`src/rtl/vga_text_terminal_pkg.sv`:
```
// Shared constants, types and helpers for the VGA text terminal.
// Holds the grid dimensions, the control-character codes, the cell and
// cursor types, the FSM state encoding and the glyph sanitiser.
package vga_text_terminal_pkg;

  localparam int unsigned VGA_BLOCK_HNUM = 100;
  localparam int unsigned VGA_BLOCK_VNUM = 37;
  localparam int unsigned GFX_ADDR_W     = 12;  // 100*37 = 3700 cells fit in 12 bits

  typedef logic [7:0]            Ascii_char_t;
  typedef logic [5:0]            Text_row_t;
  typedef logic [6:0]            Text_col_t;
  typedef logic [GFX_ADDR_W-1:0] Graphics_block_addr_t;

  localparam Ascii_char_t ASCII_SPACE = 8'h20;
  localparam Ascii_char_t ASCII_QMARK = 8'h3F;
  localparam Ascii_char_t ASCII_LF    = 8'h0A;
  localparam Ascii_char_t ASCII_CR    = 8'h0D;
  localparam Ascii_char_t ASCII_BS    = 8'h08;
  localparam Ascii_char_t ASCII_FF    = 8'h0C;

  typedef enum logic [1:0] {
    ST_CLR_ALL = 2'd0,
    ST_IDLE    = 2'd1,
    ST_EMIT    = 2'd2,
    ST_CLR_ROW = 2'd3
  } term_state_e;

  // Anything the glyph ROM cannot draw becomes '?'; downstream subtracts 0x20.
  function automatic Ascii_char_t sanitize_char(input Ascii_char_t c);
    return ((c >= 8'h20) && (c <= 8'h7E)) ? c : ASCII_QMARK;
  endfunction

endpackage

```
`src/rtl/vga_text_terminal_if.sv`:
```
// CPU-side character stream into the VGA text terminal.
// Signals: in_valid/in_char from the CPU, in_ready back from the terminal.
// Transfer happens on a clock edge where in_valid and in_ready are both high.
interface vga_text_terminal_if;
  import vga_text_terminal_pkg::*;

  logic        in_valid;
  Ascii_char_t in_char;
  logic        in_ready;

  modport master (output in_valid, output in_char, input  in_ready);
  modport slave  (input  in_valid, input  in_char, output in_ready);
endinterface

```
`src/rtl/text_char_fifo.sv`:
```
// Small synchronous character FIFO in front of the terminal FSM.
// Ports: clk_i, rst_ni (sync, active-low), push_i/din_i, pop_i/dout_o,
// empty_o (registered), ready_o (registered "not full", low during reset).
// Callers must only push when ready_o and only pop when !empty_o.
module text_char_fifo #(
  parameter int unsigned FIFO_DEPTH = 4,
  parameter int unsigned DATA_W     = 8
) (
  input  logic              clk_i,
  input  logic              rst_ni,
  input  logic              push_i,
  input  logic [DATA_W-1:0] din_i,
  input  logic              pop_i,
  output logic [DATA_W-1:0] dout_o,
  output logic              empty_o,
  output logic              ready_o
);

  localparam int unsigned PTR_W = $clog2(FIFO_DEPTH);
  localparam int unsigned CNT_W = PTR_W + 1;

  logic [DATA_W-1:0] mem_q [FIFO_DEPTH];
  logic [PTR_W-1:0]  wr_ptr_q, wr_ptr_d;
  logic [PTR_W-1:0]  rd_ptr_q, rd_ptr_d;
  logic [CNT_W-1:0]  count_q, count_d;
  logic              empty_q, ready_q;

  // Pointer/occupancy next state; depth is a power of two so pointers wrap naturally.
  always_comb begin
    wr_ptr_d = wr_ptr_q;
    rd_ptr_d = rd_ptr_q;
    if (push_i) wr_ptr_d = wr_ptr_q + PTR_W'(1);
    if (pop_i)  rd_ptr_d = rd_ptr_q + PTR_W'(1);
    count_d = count_q + CNT_W'(push_i) - CNT_W'(pop_i);
  end

  // Flags are registered from the next occupancy so they carry no comb path.
  always_ff @(posedge clk_i) begin
    if (!rst_ni) begin
      wr_ptr_q <= '0;
      rd_ptr_q <= '0;
      count_q  <= '0;
      empty_q  <= 1'b1;
      ready_q  <= 1'b0;
    end else begin
      wr_ptr_q <= wr_ptr_d;
      rd_ptr_q <= rd_ptr_d;
      count_q  <= count_d;
      empty_q  <= (count_d == '0);
      ready_q  <= (count_d != CNT_W'(FIFO_DEPTH));
    end
  end

  // Storage array; contents are don't-care until written.
  always_ff @(posedge clk_i) begin
    if (push_i) mem_q[wr_ptr_q] <= din_i;
  end

  assign dout_o  = mem_q[rd_ptr_q];
  assign empty_o = empty_q;
  assign ready_o = ready_q;

endmodule

```
`src/rtl/vga_text_terminal.sv`:
```
// Character-stream front end for vga_controller.
// Ports: clk_25M, rst (sync, active-low), cpu (char stream slave),
// write_op/bus_addr/bus_data (registered cell write), cursor_row/col,
// busy (high outside IDLE). Clears the screen after reset, then decodes
// one character per pop into cell writes and cursor moves.
module vga_text_terminal
  import vga_text_terminal_pkg::*;
#(
  parameter int unsigned FIFO_DEPTH = 4,
  parameter int unsigned HNUM       = VGA_BLOCK_HNUM,
  parameter int unsigned VNUM       = VGA_BLOCK_VNUM
) (
  input  logic                 clk_25M,
  input  logic                 rst,
  vga_text_terminal_if.slave   cpu,
  output logic                 write_op,
  output logic [31:0]          bus_addr,
  output logic [31:0]          bus_data,
  output logic [5:0]           cursor_row,
  output logic [6:0]           cursor_col,
  output logic                 busy
);

  localparam int unsigned ADDR_W    = GFX_ADDR_W;
  localparam int unsigned LAST_CELL = HNUM * VNUM - 1;

  term_state_e          state_q, state_d;
  Text_row_t            row_q, row_d;
  Text_col_t            col_q, col_d;
  Graphics_block_addr_t cnt_q, cnt_d;      // clear-sweep position
  Ascii_char_t          char_q, char_d;    // glyph pending for EMIT
  logic                 adv_q, adv_d;      // EMIT advances the cursor (not for BS)
  logic                 write_op_q, write_op_d;
  Graphics_block_addr_t addr_q, addr_d;
  Ascii_char_t          data_q, data_d;
  logic                 busy_q, busy_d;

  logic                 fifo_push, fifo_pop, fifo_empty, fifo_ready;
  Ascii_char_t          fifo_dout;
  Text_row_t            next_row;

  assign fifo_push = cpu.in_valid & fifo_ready;
  assign fifo_pop  = (state_q == ST_IDLE) & ~fifo_empty;

  text_char_fifo #(
    .FIFO_DEPTH (FIFO_DEPTH),
    .DATA_W     (8)
  ) u_fifo (
    .clk_i   (clk_25M),
    .rst_ni  (rst),
    .push_i  (fifo_push),
    .din_i   (cpu.in_char),
    .pop_i   (fifo_pop),
    .dout_o  (fifo_dout),
    .empty_o (fifo_empty),
    .ready_o (fifo_ready)
  );

  function automatic Graphics_block_addr_t cell_addr(input Text_row_t r,
                                                     input Graphics_block_addr_t c);
    return Graphics_block_addr_t'(r) * Graphics_block_addr_t'(HNUM) + c;
  endfunction

  assign next_row = (row_q == Text_row_t'(VNUM - 1)) ? '0 : row_q + Text_row_t'(1);

  // Next-state, cursor and write-port logic.
  always_comb begin
    state_d    = state_q;
    row_d      = row_q;
    col_d      = col_q;
    cnt_d      = cnt_q;
    char_d     = char_q;
    adv_d      = adv_q;
    write_op_d = 1'b0;
    addr_d     = addr_q;
    data_d     = data_q;

    case (state_q)
      ST_CLR_ALL: begin
        write_op_d = 1'b1;
        addr_d     = cnt_q;
        data_d     = ASCII_SPACE;
        if (cnt_q == Graphics_block_addr_t'(LAST_CELL)) begin
          cnt_d   = '0;
          row_d   = '0;
          col_d   = '0;
          state_d = ST_IDLE;
        end else begin
          cnt_d = cnt_q + Graphics_block_addr_t'(1);
        end
      end

      ST_IDLE: begin
        if (!fifo_empty) begin
          case (fifo_dout)
            ASCII_CR: col_d = '0;
            ASCII_LF: begin
              col_d   = '0;
              row_d   = next_row;
              cnt_d   = '0;
              state_d = ST_CLR_ROW;
            end
            ASCII_BS: begin
              // Step back first, then blank the cell now under the cursor.
              if (col_q != '0) begin
                col_d   = col_q - Text_col_t'(1);
                char_d  = ASCII_SPACE;
                adv_d   = 1'b0;
                state_d = ST_EMIT;
              end
            end
            ASCII_FF: begin
              cnt_d   = '0;
              state_d = ST_CLR_ALL;
            end
            default: begin
              char_d  = sanitize_char(fifo_dout);
              adv_d   = 1'b1;
              state_d = ST_EMIT;
            end
          endcase
        end
      end

      ST_EMIT: begin
        write_op_d = 1'b1;
        addr_d     = cell_addr(row_q, Graphics_block_addr_t'(col_q));
        data_d     = char_q;
        state_d    = ST_IDLE;
        if (adv_q) begin
          if (col_q == Text_col_t'(HNUM - 1)) begin
            col_d   = '0;
            row_d   = next_row;
            cnt_d   = '0;
            state_d = ST_CLR_ROW;
          end else begin
            col_d = col_q + Text_col_t'(1);
          end
        end
      end

      ST_CLR_ROW: begin
        write_op_d = 1'b1;
        addr_d     = cell_addr(row_q, cnt_q);
        data_d     = ASCII_SPACE;
        if (cnt_q == Graphics_block_addr_t'(HNUM - 1)) begin
          cnt_d   = '0;
          state_d = ST_IDLE;
        end else begin
          cnt_d = cnt_q + Graphics_block_addr_t'(1);
        end
      end

      default: state_d = ST_CLR_ALL;
    endcase

    busy_d = (state_d != ST_IDLE);
  end

  // State and output registers.
  always_ff @(posedge clk_25M) begin
    if (!rst) begin
      state_q    <= ST_CLR_ALL;
      row_q      <= '0;
      col_q      <= '0;
      cnt_q      <= '0;
      char_q     <= ASCII_SPACE;
      adv_q      <= 1'b0;
      write_op_q <= 1'b0;
      addr_q     <= '0;
      data_q     <= '0;
      busy_q     <= 1'b1;
    end else begin
      state_q    <= state_d;
      row_q      <= row_d;
      col_q      <= col_d;
      cnt_q      <= cnt_d;
      char_q     <= char_d;
      adv_q      <= adv_d;
      write_op_q <= write_op_d;
      addr_q     <= addr_d;
      data_q     <= data_d;
      busy_q     <= busy_d;
    end
  end

  assign cpu.in_ready = fifo_ready;
  assign write_op     = write_op_q;
  assign bus_addr     = 32'(addr_q);
  assign bus_data     = 32'(data_q);
  assign cursor_row   = row_q;
  assign cursor_col   = col_q;
  assign busy         = busy_q;

endmodule

```
`src/flat_wrapper.sv`:
```
// flat-port wrapper written by rule: the top's interface ports become plain ports
module vga_text_terminal_flat import vga_text_terminal_pkg::*;
#(
  parameter int unsigned FIFO_DEPTH = 4,
  parameter int unsigned HNUM       = VGA_BLOCK_HNUM,
  parameter int unsigned VNUM       = VGA_BLOCK_VNUM
)
  (clk_25M, rst, write_op, bus_addr, bus_data, cursor_row, cursor_col, busy, cpu_in_valid, cpu_in_char, cpu_in_ready);
  vga_text_terminal_if cpu_i ();
  input  logic clk_25M;
  input  logic rst;
  output logic write_op;
  output logic [31:0] bus_addr;
  output logic [31:0] bus_data;
  output logic [5:0] cursor_row;
  output logic [6:0] cursor_col;
  output logic busy;
  input wire logic [$bits(cpu_i.in_valid)-1:0] cpu_in_valid;
  input wire logic [$bits(cpu_i.in_char)-1:0] cpu_in_char;
  output wire logic [$bits(cpu_i.in_ready)-1:0] cpu_in_ready;
  assign cpu_i.in_valid = cpu_in_valid;
  assign cpu_i.in_char = cpu_in_char;
  assign cpu_in_ready = cpu_i.in_ready;
  vga_text_terminal #(.FIFO_DEPTH(FIFO_DEPTH), .HNUM(HNUM), .VNUM(VNUM)) u_core (.clk_25M(clk_25M), .rst(rst), .cpu(cpu_i), .write_op(write_op), .bus_addr(bus_addr), .bus_data(bus_data), .cursor_row(cursor_row), .cursor_col(cursor_col), .busy(busy));
endmodule
```
`config.mk`:
```
export PLATFORM = sky130hd
export DESIGN_NAME = vga_text_terminal_flat
export DESIGN_NICKNAME = d
export VERILOG_FILES = /design/src/rtl/vga_text_terminal_pkg.sv /design/src/rtl/vga_text_terminal_if.sv /design/src/rtl/text_char_fifo.sv /design/src/rtl/vga_text_terminal.sv /design/src/flat_wrapper.sv
export SDC_FILE = /design/constraint.sdc
export NUM_CORES = 1
export LEC_CHECK = 0
export CAP_MARGIN = 20
export CORE_MARGIN = 1.5
export CORE_UTILIZATION = 55
export DETAILED_ROUTE_END_ITERATION = 8
export PLACE_DENSITY = 0.89
export SLEW_MARGIN = 15
export SYNTH_ARGS = -nofsm -noshare
export SYNTH_HDL_FRONTEND = slang
export SYNTH_SLANG_ARGS = --single-unit
```
`constraint.sdc`:
```
create_clock -name clk_25M -period 3.8 [get_ports clk_25M]
set_input_delay 0.57 -clock clk_25M [delete_from_list [all_inputs] [get_ports clk_25M]]
set_output_delay 0.57 -clock clk_25M [all_outputs]
set_load 0.05 [all_outputs]
```
# Word-level counts from Yosys, hierarchy flattened
# Memory sizes are Yosys's and may differ from the RTL's. A register that Yosys moved wholly into a read port is not among the register bits.
# Cells that the tools add are included.
# classes
addsub,10
n_mul,1
n_lt_le_gt_ge,2
eq_ne,22
n_mux,41
bitwise_logic,4
reduce_logical,16
# op_table
operator,n
$mux W12,6
$pmux W12 S4,1
$mux W6,6
$pmux W12 S3,1
$mux W7,5
$eq A8 B4 Y1 const B,4
$pmux W8 S2,2
$pmux W7 S3,1
$pmux W6 S3,1
$mux W2,8
$mux W8,2
$pmux W2 S4,2
$pmux W7 S2,1
$add A12 B1 Y12 const B,1
$add A12 B12 Y12,1
$add A12 B7 Y12,1
$eq A12 B12 Y1 const B,1
$eq A12 B7 Y1 const B,1
$reduce_and A6 Y1,2
$mul A6 B5 Y10 const B,1
$ne A2 B1 Y1 const B,5
$ne A3 B3 Y1 const B,3
$ge A8 B6 Y1 const B,1
$le A8 B7 Y1 const B,1
other kinds (24),38
# totals
reg_bits,67
ram_bits,32
input_bits,11
output_inout_bits,80
elab_cells,112
mem_count,1
# mem_list
memory,depth,width,read_ports,rd_ports_with_merged_regs,write_ports,line_no,rtl
u_core.u_fifo.mem_q,4,8,1,1,1,text_char_fifo.sv:22,logic [DATA_W-1:0] mem_q [FIFO_DEPTH];

# Depth between registers and ports, before layout
# Gate-level depths: netlist of the first run.
# logic_depth
word_depth,6
mapped_depth,16
mapped_depth_nobuf,16

# By module
# From an unflattened synthesis of the first run, not the netlist that was laid out.
# hier_totals
cells_unflattened,619
area_unflattened_um2,5995.8
# modules_own_cells
module,n_inst,cells_each,area_each_um2,seq_area_each_um2
vga_text_terminal,1,531,4352.9,1161.1
text_char_fifo,1,88,1642.8,1181.1

# Worst setup path after synthesis of the first run
# No wires, ideal clock.
# synth_path
path_type,reg-to-reg
start,"reg u_core.row_q[2], in the netlist u_core.cursor_row[2]"
end,reg u_core.addr_q[11]
setup_time_ns,0.123
t_arrival_ns,3.376
required_time_ns,3.677
setup_slack_ns,0.301
path_stages_with_launch,13
n_path_buf,0
synth_period_minus_slack_ns,3.499
path_cell_list,dfxtp_1 > ha_1 > ha_1 > ha_1 > inv_1 > fa_1 > inv_1 > ha_1 > o41ai_1 > o21ai_0 > xnor2_1 > nor2_1 > o21ai_0
# synth_via
elab_chain_len,3
word_cells_on_any_way,4
cone_classes,add/sub (2); mul (1); mux (1)
# synth_lines
element,line_no,rtl
from (decl),vga_text_terminal.sv:28,"Text_row_t row_q, row_d;"
from (signal assigned),vga_text_terminal.sv:175,row_q <= row_d;
$mul A6 B5 Y10 *,vga_text_terminal.sv:61,return Graphics_block_addr_t'(r) * Graphics_block_addr_t'(HNUM) + c;
$add A12 B12 Y12 / $add A12 B7 Y12 (equally long branches),vga_text_terminal.sv:61,
$pmux W12 S3 *,vga_text_terminal.sv:78,case (state_q)
to (signal assigned),vga_text_terminal.sv:181,addr_q <= addr_d;
to (decl),vga_text_terminal.sv:34,"Graphics_block_addr_t addr_q, addr_d;"
# Mark *: on every way between the ends. The rest lies on a longest branch, timed or not.
# A chain may end at the register's enable or synchronous reset.

# Worst setup path after layout of the first run
# Same ends and word-level chain as after synthesis.

==> impl_metrics.tcl, run 1 <==
set metrics [dict create \
    run_status "completed" \
    crit_fanout 7 \
    cts.root.buffer_cell "sky130_fd_sc_hd__clkbuf_8" \
    worst_slew_pin_slew_ns 0.788 \
    grt_antenna_before_repair 0 \
    rsz0062_at_grt "false" \
    path_cells "ha_1, ha_1, ha_1, inv_1, fa_1, xnor2_1, ha_1, o41ai_1, o21ai_0, xnor2_1, nor2_1, o21ai_0" \
    max-vdd-ir-drop_mv 0.277 \
    final_area_um2 6510 \
    maximum_number_of_pins_on_one_net_before_global_route_repair 35 \
    setup_viol 0 \
    regToRegStartpoint "u_core.cursor_row[2]" \
    final.period_utilization 0.907 \
    clock_latency_ns 0.38 \
    pwr-share-clk 0.229 \
    synth_async_sr_flop_share 0 \
    timing.critical_path.mode_cell "sky130_fd_sc_hd__ha_1" \
    die_y_um 107 \
    ctsResizeCount 0 \
    timing.critical_path.from "u_core.cursor_row[2]" \
    drt_drc_violations_left 0 \
    grt_pass1_vias 4506 \
    final_antenna_net_count 0 \
    maxCapViolations 0 \
    synth.yosys.warnings 0 \
    crit_slowest_cell "sky130_fd_sc_hd__dfxtp_1" \
    layout-drive-gt1-share 0.0755 \
    number_of_search_and_repair_iterations_in_the_first_detailed_routing_pass 5 \
    initialDrtViolationCount 311 \
    synth.yosys.seq_area_share 0.395 \
    tritoncts_clock_tree "built" \
    dieArea_um2 11400 \
    overflow 0 \
    die_width_um 107 \
    final_layout_setup_total_negative_slack_ns 0 \
    num-nets-final 719 \
    initial_core_util 0.572 \
    power_leakage_nw 2.60 \
    final.fill_count 825 \
    drt_wl_total_mm 12.9 \
    critical_path_at_ns 3.76 \
    ys_seq_elements 101 \
    groute.usage.overall 0.234 \
    clkSinkCount 101 \
    core_area_um2 10400 \
    wl_per_cell_um 16.2 \
    clock_skew_ns 0.0149 \
    area.growth.synth_to_final_pct 9.88 \
    power_density_nw_per_um2 469 \
    synth-edff-count 32 \
    timing_max_transition_violations_final 0 \
    hold_path.class "register to register" \
    gp_congestion 0.911 \
    netSwitchingFraction 0.403 \
    synth_top_flop_cell "sky130_fd_sc_hd__dfxtp_1" \
    cp.required_ns 4.11 \
    first_pass_grt_wire_length_mm 21.4 \
    cell_internal_pwr_mw 1.82 \
    cts_max_level 3 \
    combPwrFrac 0.334 \
    cts_post_setup_buffers_inserted 0 \
    syn-mean-instance-area_um2 9.53 \
    critical_path_class "register to register" \
    worst_setup_path_start_kind "register" \
    place_area_um2 6300 \
    end_kind "register" \
    critical-path-max-stage-delay_ns 0.49 \
    timing.final.hold_violations 0 \
    period_minus_slack_ns 3.45 \
    antenna_cells_inserted 0 \
    worst_hold_startpoint "u_core.data_q[6]" \
    numCtsBuffers 9 \
    ctsLongestPathBuffers 2 \
    post_drt_via_cell_ratio 5.86 \
    p_switching_mw 1.23 \
    post_synthesis_cell_type_count 70 \
    vias 4676 \
    cts.reportedPaths.clkPinSlew_ns 0.11 \
    rows 37 \
    synthesis.area_um2 5930 \
    pin_count 91 \
    detailedPlacementHpwl_mm 9.31 \
    achievable-frequency_mhz 290 \
    synthCells 622 \
    timing.critical_path.buf_inv 1 \
    cts_hold_buf 0 \
    cpLargestDelayFamily "adder cells" \
    power.sequential.fraction 0.437 \
    port_buffers 46 \
    tightest_slew_margin_relative_to_the_limit 0.472 \
]
[sequential cells by signal, summed over array words and instances (netlist names), named ones only]
signal,cells
u_core.u_fifo.empty_o,1
u_core.u_fifo.ready_o,1
u_core.busy,1
u_core.write_op,1
u_core.addr_q,12
u_core.u_fifo.wr_ptr_q,2
u_core.u_fifo.mem_q,32
u_core.char_q,8
u_core.u_fifo.count_q,3
u_core.cnt_q,12
u_core.cursor_col,7
u_core.adv_q,1
u_core.u_fifo.rd_ptr_q,2
u_core.state_q,2
u_core.cursor_row,6
u_core.data_q,8
[power by group through the flow]
stage / clock [mW] / sequential (mW) / combinational, mW
after CTS: 0.706 / 1.33 / 1.01
after global placement: 0 / 1.35 / 0.974
after detailed placement: 0 / 1.36 / 1.01
final: 0.699 / 1.34 / 1.02
after global routing: 0.745 / 1.35 / 1.11
after floorplan: 0 / 1.48 / 0.680
[per-layer routing]
metal / GRT usage / share of wire / vias to the layer above
li1: - / - / 2210
met1: 0.289 / 0.42 / 2229
met2: 0.412 / 0.49 / 207
met3: 0.0389 / 0.064 / 30
met4: 0.0867 / 0.024 / 0
met5: 0 / 0 / -
[cells by family after synthesis]
family,Yosys count,share of synthesized area
and+or+nand+nor,196,0.169
muxes,15,0.0431
other,1,0.000633
xor gates and xnor gates,29,0.0429
DFF,101,0.395
AOI/OAI and AO/OA,124,0.140
buffers and inverters,105,0.0977
adders and majority gates,51,0.111
[cell usage after synthesis, types with 5 or more instances]
master | count | area (um2)
sky130_fd_sc_hd__nor3_1 | 15 | 75.1
sky130_fd_sc_hd__xor2_1 | 15 | 131
sky130_fd_sc_hd__inv_1 | 35 | 131
sky130_fd_sc_hd__nand4_1 | 12 | 75.1
sky130_fd_sc_hd__a21oi_1 | 43 | 215
sky130_fd_sc_hd__o21ai_0 | 22 | 110
sky130_fd_sc_hd__nand2_1 | 43 | 161
sky130_fd_sc_hd__nor2_2 | 7 | 43.8
sky130_fd_sc_hd__nand3_1 | 21 | 105
sky130_fd_sc_hd__xnor2_1 | 14 | 123
sky130_fd_sc_hd__ha_1 | 48 | 601
sky130_fd_sc_hd__or3_1 | 6 | 37.5
sky130_fd_sc_hd__dfxtp_1 | 69 | 1380
sky130_fd_sc_hd__o21ai_1 | 9 | 45.0
sky130_fd_sc_hd__buf_4 | 45 | 338
sky130_fd_sc_hd__clkbuf_1 | 19 | 71.3
sky130_fd_sc_hd__mux4_2 | 8 | 180
sky130_fd_sc_hd__a32o_1 | 5 | 50.1
sky130_fd_sc_hd__and3_1 | 14 | 87.6
sky130_fd_sc_hd__edfxtp_1 | 32 | 961
sky130_fd_sc_hd__and2_1 | 9 | 56.3
sky130_fd_sc_hd__nor2_1 | 46 | 173
[through the flow]
stage / utilization / power (mW) / hold slack [ns] / std cells / setup slack, ns
3_3_place_gp: 0.608 / 2.33 / 0.441 / 782 / 0.566
6_report: 0.628 / 3.05 / 0.468 / 798 / 0.352
2_1_floorplan: - / 2.16 / 0.446 / 665 / 0.301
5_1_grt: 0.628 / 3.21 / 0.488 / 798 / 0.133
3_5_place_dp: 0.608 / 2.37 / 0.459 / 782 / 0.466
4_1_cts: 0.628 / 3.05 / 0.473 / 798 / 0.377
[cells in the final DEF (no fill, tap or decap), types with 21 or more instances in the layout]
master,count
sky130_fd_sc_hd__dfxtp_1,69
sky130_fd_sc_hd__conb_1,44
sky130_fd_sc_hd__nand2_1,43
sky130_fd_sc_hd__inv_1,35
sky130_fd_sc_hd__o21ai_0,22
sky130_fd_sc_hd__edfxtp_1,32
sky130_fd_sc_hd__a21oi_1,43
sky130_fd_sc_hd__nand3_1,21
sky130_fd_sc_hd__nor2_1,46
sky130_fd_sc_hd__ha_1,48
sky130_fd_sc_hd__clkdlybuf4s50_1,46
[cell type report]
type | instances | area [um2] | share of cell area
Sequential cell | 101 | 2340 | 0.360
Clock inverter | 7 | 83.8 | 0.0129
Clock buffer | 9 | 124 | 0.0190
Inverter | 36 | 135 | 0.0207
Multi-Input combinational cell | 459 | 3170 | 0.486
Tap cell | 136 | 170 | 0.0261
Timing Repair Buffer | 50 | 490 | 0.0753
[worst paths after layout]
check	endpoint	cells after the start	slack, ns
setup reg to reg	u_core.addr_q[11]	12	0.35
hold / removal	u_core.data_q[6]	2	0.47
hold reg to reg	u_core.data_q[6]	2	0.47
setup / recovery	u_core.addr_q[11]	12	0.35
[tightest hold or removal path, cell delays in order (launching register included)]
cell and delay [ns]:
sky130_fd_sc_hd__dfxtp_1 0.32, sky130_fd_sc_hd__nand2_1 0.05, sky130_fd_sc_hd__a21oi_1 0.05
Note: power is estimated with default switching activity, not from simulation.
==> run 2, diff against run 1 <==
- PLACE_DENSITY: 0.89 -> unset
- PLACE_DENSITY_LB_ADDON: unset -> 0.05
==> run 2 against run 1 <==
First-iteration DRC count is 26% lower. Sequential share of layout area is 0.13 points higher. Count of clock-buffer cells in the layout stayed put. Largest power group unchanged. Critical endpoint unchanged. Largest cell class unchanged. Wire length is 3.1% lower. Critical path depth stayed put. Non-clock buffer count is 1 lower. Register-to-register slack better by 0.03 ns.
==> impl_metrics.tcl, run 2 (synthesis gave the netlist of run 1 again) <==
set metrics [dict create \
    run_status "completed" \
    rows 37 \
    worst_setup_path_start_kind "register" \
    power_density_nw_per_um2 465 \
    ctsResizeCount 0 \
    final_common_cell "sky130_fd_sc_hd__dfxtp_1" \
    worst_hold_startpoint "u_core.data_q[6]" \
    clock_latency_ns 0.39 \
    end_kind "register" \
    post_drt_via_cell_ratio 5.56 \
    achievable-frequency_mhz 293 \
    timing.critical_path.from "u_core.cursor_row[2]" \
    drt_wl_total_mm 12.5 \
    cts_max_level 3 \
    port_buffers 46 \
    gp_congestion 0.883 \
    max-vdd-ir-drop_mv 0.459 \
    core_area_um2 10400 \
    wl_per_cell_um 15.7 \
    detailedPlacementHpwl_mm 9.28 \
    dieArea_um2 11400 \
    number_of_search_and_repair_iterations_in_the_first_detailed_routing_pass 4 \
    crit_fanout 7 \
    worstRegToRegCells 12 \
    setup_viol 0 \
    maxCapViolations 0 \
    regToRegStartpoint "u_core.cursor_row[2]" \
    max_flop_register "u_core.u_fifo.mem_q" \
    groute.usage.overall 0.238 \
    hold_path.class "register to register" \
    timing.final.hold_violations 0 \
    layout_top_registers "u_core.u_fifo.mem_q (32), u_core.addr_q (12), u_core.cnt_q (12)" \
    clkSinkCount 101 \
    initial_core_util 0.572 \
    area.growth.synth_to_final_pct 9.48 \
    period_minus_slack_ns 3.42 \
    timing_max_transition_violations_final 0 \
    critical_path_class "register to register" \
    num-nets-final 718 \
    maximum_number_of_pins_on_one_net_before_global_route_repair 35 \
    grt_antenna_before_repair 0 \
    flip_flop_count_of_the_largest_register_all_copies_and_words_added 32 \
    critical_path_at_ns 3.74 \
    final_layout_setup_total_negative_slack_ns 0 \
    cts.root.buffer_cell "sky130_fd_sc_hd__clkbuf_8" \
    cts.reportedPaths.clkPinSlew_ns 0.11 \
    cts_hold_buf 0 \
    power_leakage_nw 2.59 \
    tightest_slew_margin_relative_to_the_limit 0.447 \
    first_pass_grt_wire_length_mm 21.2 \
    rsz0062_at_grt "false" \
    cts_post_setup_buffers_inserted 0 \
    final.setup.worst_slack_ns 0.384 \
    drt_drc_violations_left 0 \
    layout-drive-gt1-share 0.0741 \
    antenna_cells_inserted 0 \
    pin_count 91 \
    final_antenna_net_count 0 \
    clock_skew_ns 0.0162 \
    tritoncts_clock_tree "built" \
    cp.required_ns 4.13 \
    die_y_um 107 \
    final.period_utilization 0.899 \
    place_ws_ns 0.396 \
    vias 4435 \
    numCtsBuffers 9 \
    holdPathStages 2 \
    ctsLongestPathBuffers 2 \
    layout_common_cells "sky130_fd_sc_hd__dfxtp_1 (69), sky130_fd_sc_hd__ha_1 (48), sky130_fd_sc_hd__nor2_1 (46), sky130_fd_sc_hd__clkdlybuf4s50_1 (46), sky130_fd_sc_hd__conb_1 (44)" \
    overflow 0 \
    initialDrtViolationCount 231 \
    grt_pass1_vias 4259 \
    worst_slew_pin_slew_ns 0.830 \
    die_width_um 107 \
]
## run 2: cell count changes in the layout (fill, tap and decap cells not counted), sizes merged
| cell | change |
|---|---|
| inv | +1 |
| clkinv | -1 |
| buf | -1 |
## run 2: per-stage QoR
| step | cells | cell area [um2] | utilization | power [mW] | hold WS [ns] |
|---|---|---|---|---|---|
| detailed placement | 781 | 6300 | 0.607 | 2.38 | 0.455 |
| global route | 797 | 6490 | 0.626 | 3.19 | 0.493 |
| CTS | 797 | 6490 | 0.626 | 3.04 | 0.477 |
| floorplan | 665 | 6090 | - | 2.16 | 0.446 |
| finish | 797 | 6490 | 0.626 | 3.02 | 0.472 |
| global placement | 781 | 6300 | 0.607 | 2.35 | 0.453 |
## run 2: final timing paths
| path | slack, ns | end |
|---|---|---|
| max | 0.38 | u_core.addr_q[11] |
| min | 0.47 | u_core.data_q[6] |
| max reg2reg | 0.38 | u_core.addr_q[11] |
| min reg2reg | 0.47 | u_core.data_q[6] |
## run 2: layer usage
metal,GRT usage,share of wire
met1,0.345,0.49
met2,0.354,0.44
met3,0.0505,0.056
met4,0.0790,0.018
met5,0,0
## run 2: power by group
group	switching, mW	leakage [nW]	internal, mW
Clock	0.408	0.0993	0.255
Combinational	0.694	1.64	0.324
Sequential	0.104	0.850	1.24
Total	1.21	2.59	1.81
## run 2: area by class of cell
class,instances,area (um2)
clock buffer,9,124
clock inverter,7,67.6
fill,900,3880
inverter,36,135
multi-input combinational,459,3170
sequential,101,2340
tap,136,170
timing repair buffer,49,483
## run 2: worst max-delay path, cell delays in order, from the launching register on
cell	delay, ns
sky130_fd_sc_hd__dfxtp_1	0.49
sky130_fd_sc_hd__ha_1	0.29
sky130_fd_sc_hd__ha_1	0.29
sky130_fd_sc_hd__ha_1	0.30
sky130_fd_sc_hd__inv_1	0.07
sky130_fd_sc_hd__fa_1	0.53
sky130_fd_sc_hd__inv_1	0.04
sky130_fd_sc_hd__ha_1	0.24
sky130_fd_sc_hd__o41ai_1	0.53
sky130_fd_sc_hd__o21ai_0	0.21
sky130_fd_sc_hd__xnor2_1	0.16
sky130_fd_sc_hd__nor2_1	0.05
sky130_fd_sc_hd__o21ai_0	0.16
==> run 3, diff against run 2 <==
- CORE_MARGIN: 1.5 -> 4
==> run 3 against run 2 <==
Critical path depth grew 2. Die area up 9.6%. Largest cell class unchanged. Largest power group unchanged. Highest routed layer unchanged. Clock power grew 12%.
==> impl_metrics.tcl, run 3 (synthesis gave the netlist of run 1 again) <==
set metrics [dict create \
    run_status "completed" \
    regToRegSetupSlack_ns 0.39 \
    grt_use_met1 0.317 \
    power_leakage_nw 2.62 \
    timing.rr.end "u_core.addr_q[11]" \
    achievable-frequency_mhz 294 \
    overflow 0 \
    hold_path.class "register to register" \
    final.period_utilization 0.896 \
    dieArea_um2 12500 \
    wl_per_cell_um 15.9 \
    cts_hold_buf 0 \
    final_common_cell "sky130_fd_sc_hd__dfxtp_1" \
    place_area_um2 6300 \
    rsz0062_at_grt "false" \
    initialDrtViolationCount 306 \
    crit_fanout 7 \
    max-vdd-ir-drop_mv 0.354 \
    detailedPlacementHpwl_mm 9.33 \
    gp_congestion 0.866 \
    path_cells "ha_1, ha_1, ha_1, inv_1, fa_1, xnor2_1, ha_1, nor2_1, nor2_1, o41ai_2, o21ai_0, xnor2_1, nor2_1, o21ai_0" \
    place_ws_ns 0.320 \
    timing_max_transition_violations_final 0 \
    worst_slew_pin_slew_ns 0.787 \
    core_area_um2 10400 \
    drt_wl_total_mm 12.7 \
    grt_antenna_before_repair 0 \
    number_of_search_and_repair_iterations_in_the_first_detailed_routing_pass 4 \
    drt_drc_violations_left 0 \
    clock_latency_ns 0.39 \
    antenna_cells_inserted 0 \
    ctsLongestPathBuffers 2 \
    gr-usage-met2 0.300 \
    grt.busiest_layer "met1" \
    timing.critical_path.mode_cell "sky130_fd_sc_hd__ha_1" \
    final_antenna_net_count 0 \
    num-nets-final 719 \
    layout_common_cells "sky130_fd_sc_hd__dfxtp_1 (69), sky130_fd_sc_hd__ha_1 (48), sky130_fd_sc_hd__nor2_1 (46), sky130_fd_sc_hd__clkdlybuf4s50_1 (46), sky130_fd_sc_hd__conb_1 (44)" \
    setup_viol 0 \
    worst_hold_path.endpoint "u_core.data_q[4]" \
    critical_path_at_ns 3.71 \
    crit_slowest_cell "sky130_fd_sc_hd__dfxtp_1" \
    initial_core_util 0.569 \
    tightest_slew_margin_relative_to_the_limit 0.474 \
    holdPathStages 2 \
    post_drt_via_cell_ratio 5.59 \
    ctsResizeCount 0 \
    pin_count 91 \
    rows 37 \
    maximum_number_of_pins_on_one_net_before_global_route_repair 35 \
    tritoncts_clock_tree "built" \
    flip_flop_count_of_the_largest_register_all_copies_and_words_added 32 \
    layout_top_registers "u_core.u_fifo.mem_q (32), u_core.addr_q (12), u_core.cnt_q (12)" \
    timing.critical_path.buf_inv 1 \
    area.growth.synth_to_final_pct 10.1 \
    numCtsBuffers 9 \
    period_minus_slack_ns 3.41 \
    cp.required_ns 4.11 \
    cts_max_level 3 \
    power_density_nw_per_um2 474 \
    critical_path_class "register to register" \
    timing.final.hold_violations 0 \
    groute.usage.overall 0.208 \
    layout-drive-gt1-share 0.0770 \
    clkSinkCount 101 \
    die_y_um 112 \
    clock_skew_ns 0.0120 \
    grt_use_met3 0.0353 \
    worst_hold_startpoint "u_core.data_q[4]" \
    worstRegToRegCells 14 \
    first_pass_grt_wire_length_mm 21.3 \
    critical-path-max-stage-delay_ns 0.49 \
    worst_setup_path_start_kind "register" \
    port_buffers 46 \
    maxCapViolations 0 \
    vias 4462 \
    cpLargestDelayFamily "adder cells" \
    final_layout_setup_total_negative_slack_ns 0 \
    die_width_um 112 \
    cts.reportedPaths.clkPinSlew_ns 0.10 \
    cts_post_setup_buffers_inserted 0 \
    final_area_um2 6530 \
    final.setup.worst_slack_ns 0.394 \
    cts.root.buffer_cell "sky130_fd_sc_hd__clkbuf_8" \
    end_kind "register" \
    max_flop_register "u_core.u_fifo.mem_q" \
    regToRegStartpoint "u_core.cursor_row[2]" \
    grt_pass1_vias 4178 \
]
==> run 3: changes by cell type in the layout (fill, tap and decap cells not counted) <==
cell / previous run / this run
sky130_fd_sc_hd__o41ai_1: 1 / 0
sky130_fd_sc_hd__bufinv_16: 0 / 1
sky130_fd_sc_hd__clkinv_8: 1 / 0
sky130_fd_sc_hd__bufinv_8: 0 / 1
sky130_fd_sc_hd__clkbuf_4: 0 / 1
sky130_fd_sc_hd__inv_8: 1 / 0
sky130_fd_sc_hd__buf_4: 3 / 4
sky130_fd_sc_hd__clkinv_2: 1 / 0
sky130_fd_sc_hd__o41ai_2: 0 / 1
==> run 3: layout make-up <==
class,instances,area [um2]
Multi-Input combinational cell,459,3170
Timing Repair Buffer,50,490
Tap cell,136,170
Clock inverter,6,82.6
Fill cell,870,3890
Inverter,36,135
Sequential cell,101,2340
Clock buffer,10,131
==> run 3: how the worst max path moves through the flow <==
stage	cells after the start	endpoint	from	slack [ns]
after floorplan	12	u_core.addr_q[11]	u_core.cursor_row[2]	0.30
after global placement	12	u_core.addr_q[11]	u_core.cursor_row[2]	0.51
after detailed placement	12	u_core.addr_q[11]	u_core.cursor_row[2]	0.32
after CTS	12	u_core.addr_q[11]	u_core.cursor_row[2]	0.28
after global routing	12	u_core.addr_q[8]	u_core.state_q[0]	0.11
final	14	u_core.addr_q[11]	u_core.cursor_row[2]	0.39
==> run 3: through the flow <==
stage                util  hold WS [ns]  total power [mW]  cells
global route        0.627         0.498              3.26    798
global placement    0.605         0.453              2.36    782
detailed placement  0.605         0.449              2.38    782
floorplan               -         0.446              2.16    665
finish              0.627         0.473              3.10    798
CTS                 0.626         0.472              3.11    798
==> run 3: metal layers <==
| layer | wire length, um | vias to the layer above |
|---|---|---|
| met5 | 0 | - |
| met4 | 192 | 0 |
| met3 | 628 | 12 |
| met2 | 5470 | 135 |
| met1 | 6430 | 2111 |
| li1 | - | 2204 |
==> run 3: report_power, final <==
group	switching [mW]	leakage (nW)	internal [mW]	total, mW
Clock	0.388	0.114	0.352	0.740
Combinational	0.694	1.65	0.324	1.02
Sequential	0.103	0.850	1.23	1.34
Total	1.18	2.62	1.91	3.10
==> run 3: worst register-to-register path: stages (launching register included) <==
cell,delay [ns]
sky130_fd_sc_hd__dfxtp_1,0.49
sky130_fd_sc_hd__ha_1,0.30
sky130_fd_sc_hd__ha_1,0.29
sky130_fd_sc_hd__ha_1,0.31
sky130_fd_sc_hd__inv_1,0.06
sky130_fd_sc_hd__fa_1,0.44
sky130_fd_sc_hd__xnor2_1,0.15
sky130_fd_sc_hd__ha_1,0.33
sky130_fd_sc_hd__nor2_1,0.05
sky130_fd_sc_hd__nor2_1,0.14
sky130_fd_sc_hd__o41ai_2,0.11
sky130_fd_sc_hd__o21ai_0,0.27
sky130_fd_sc_hd__xnor2_1,0.15
sky130_fd_sc_hd__nor2_1,0.05
sky130_fd_sc_hd__o21ai_0,0.19
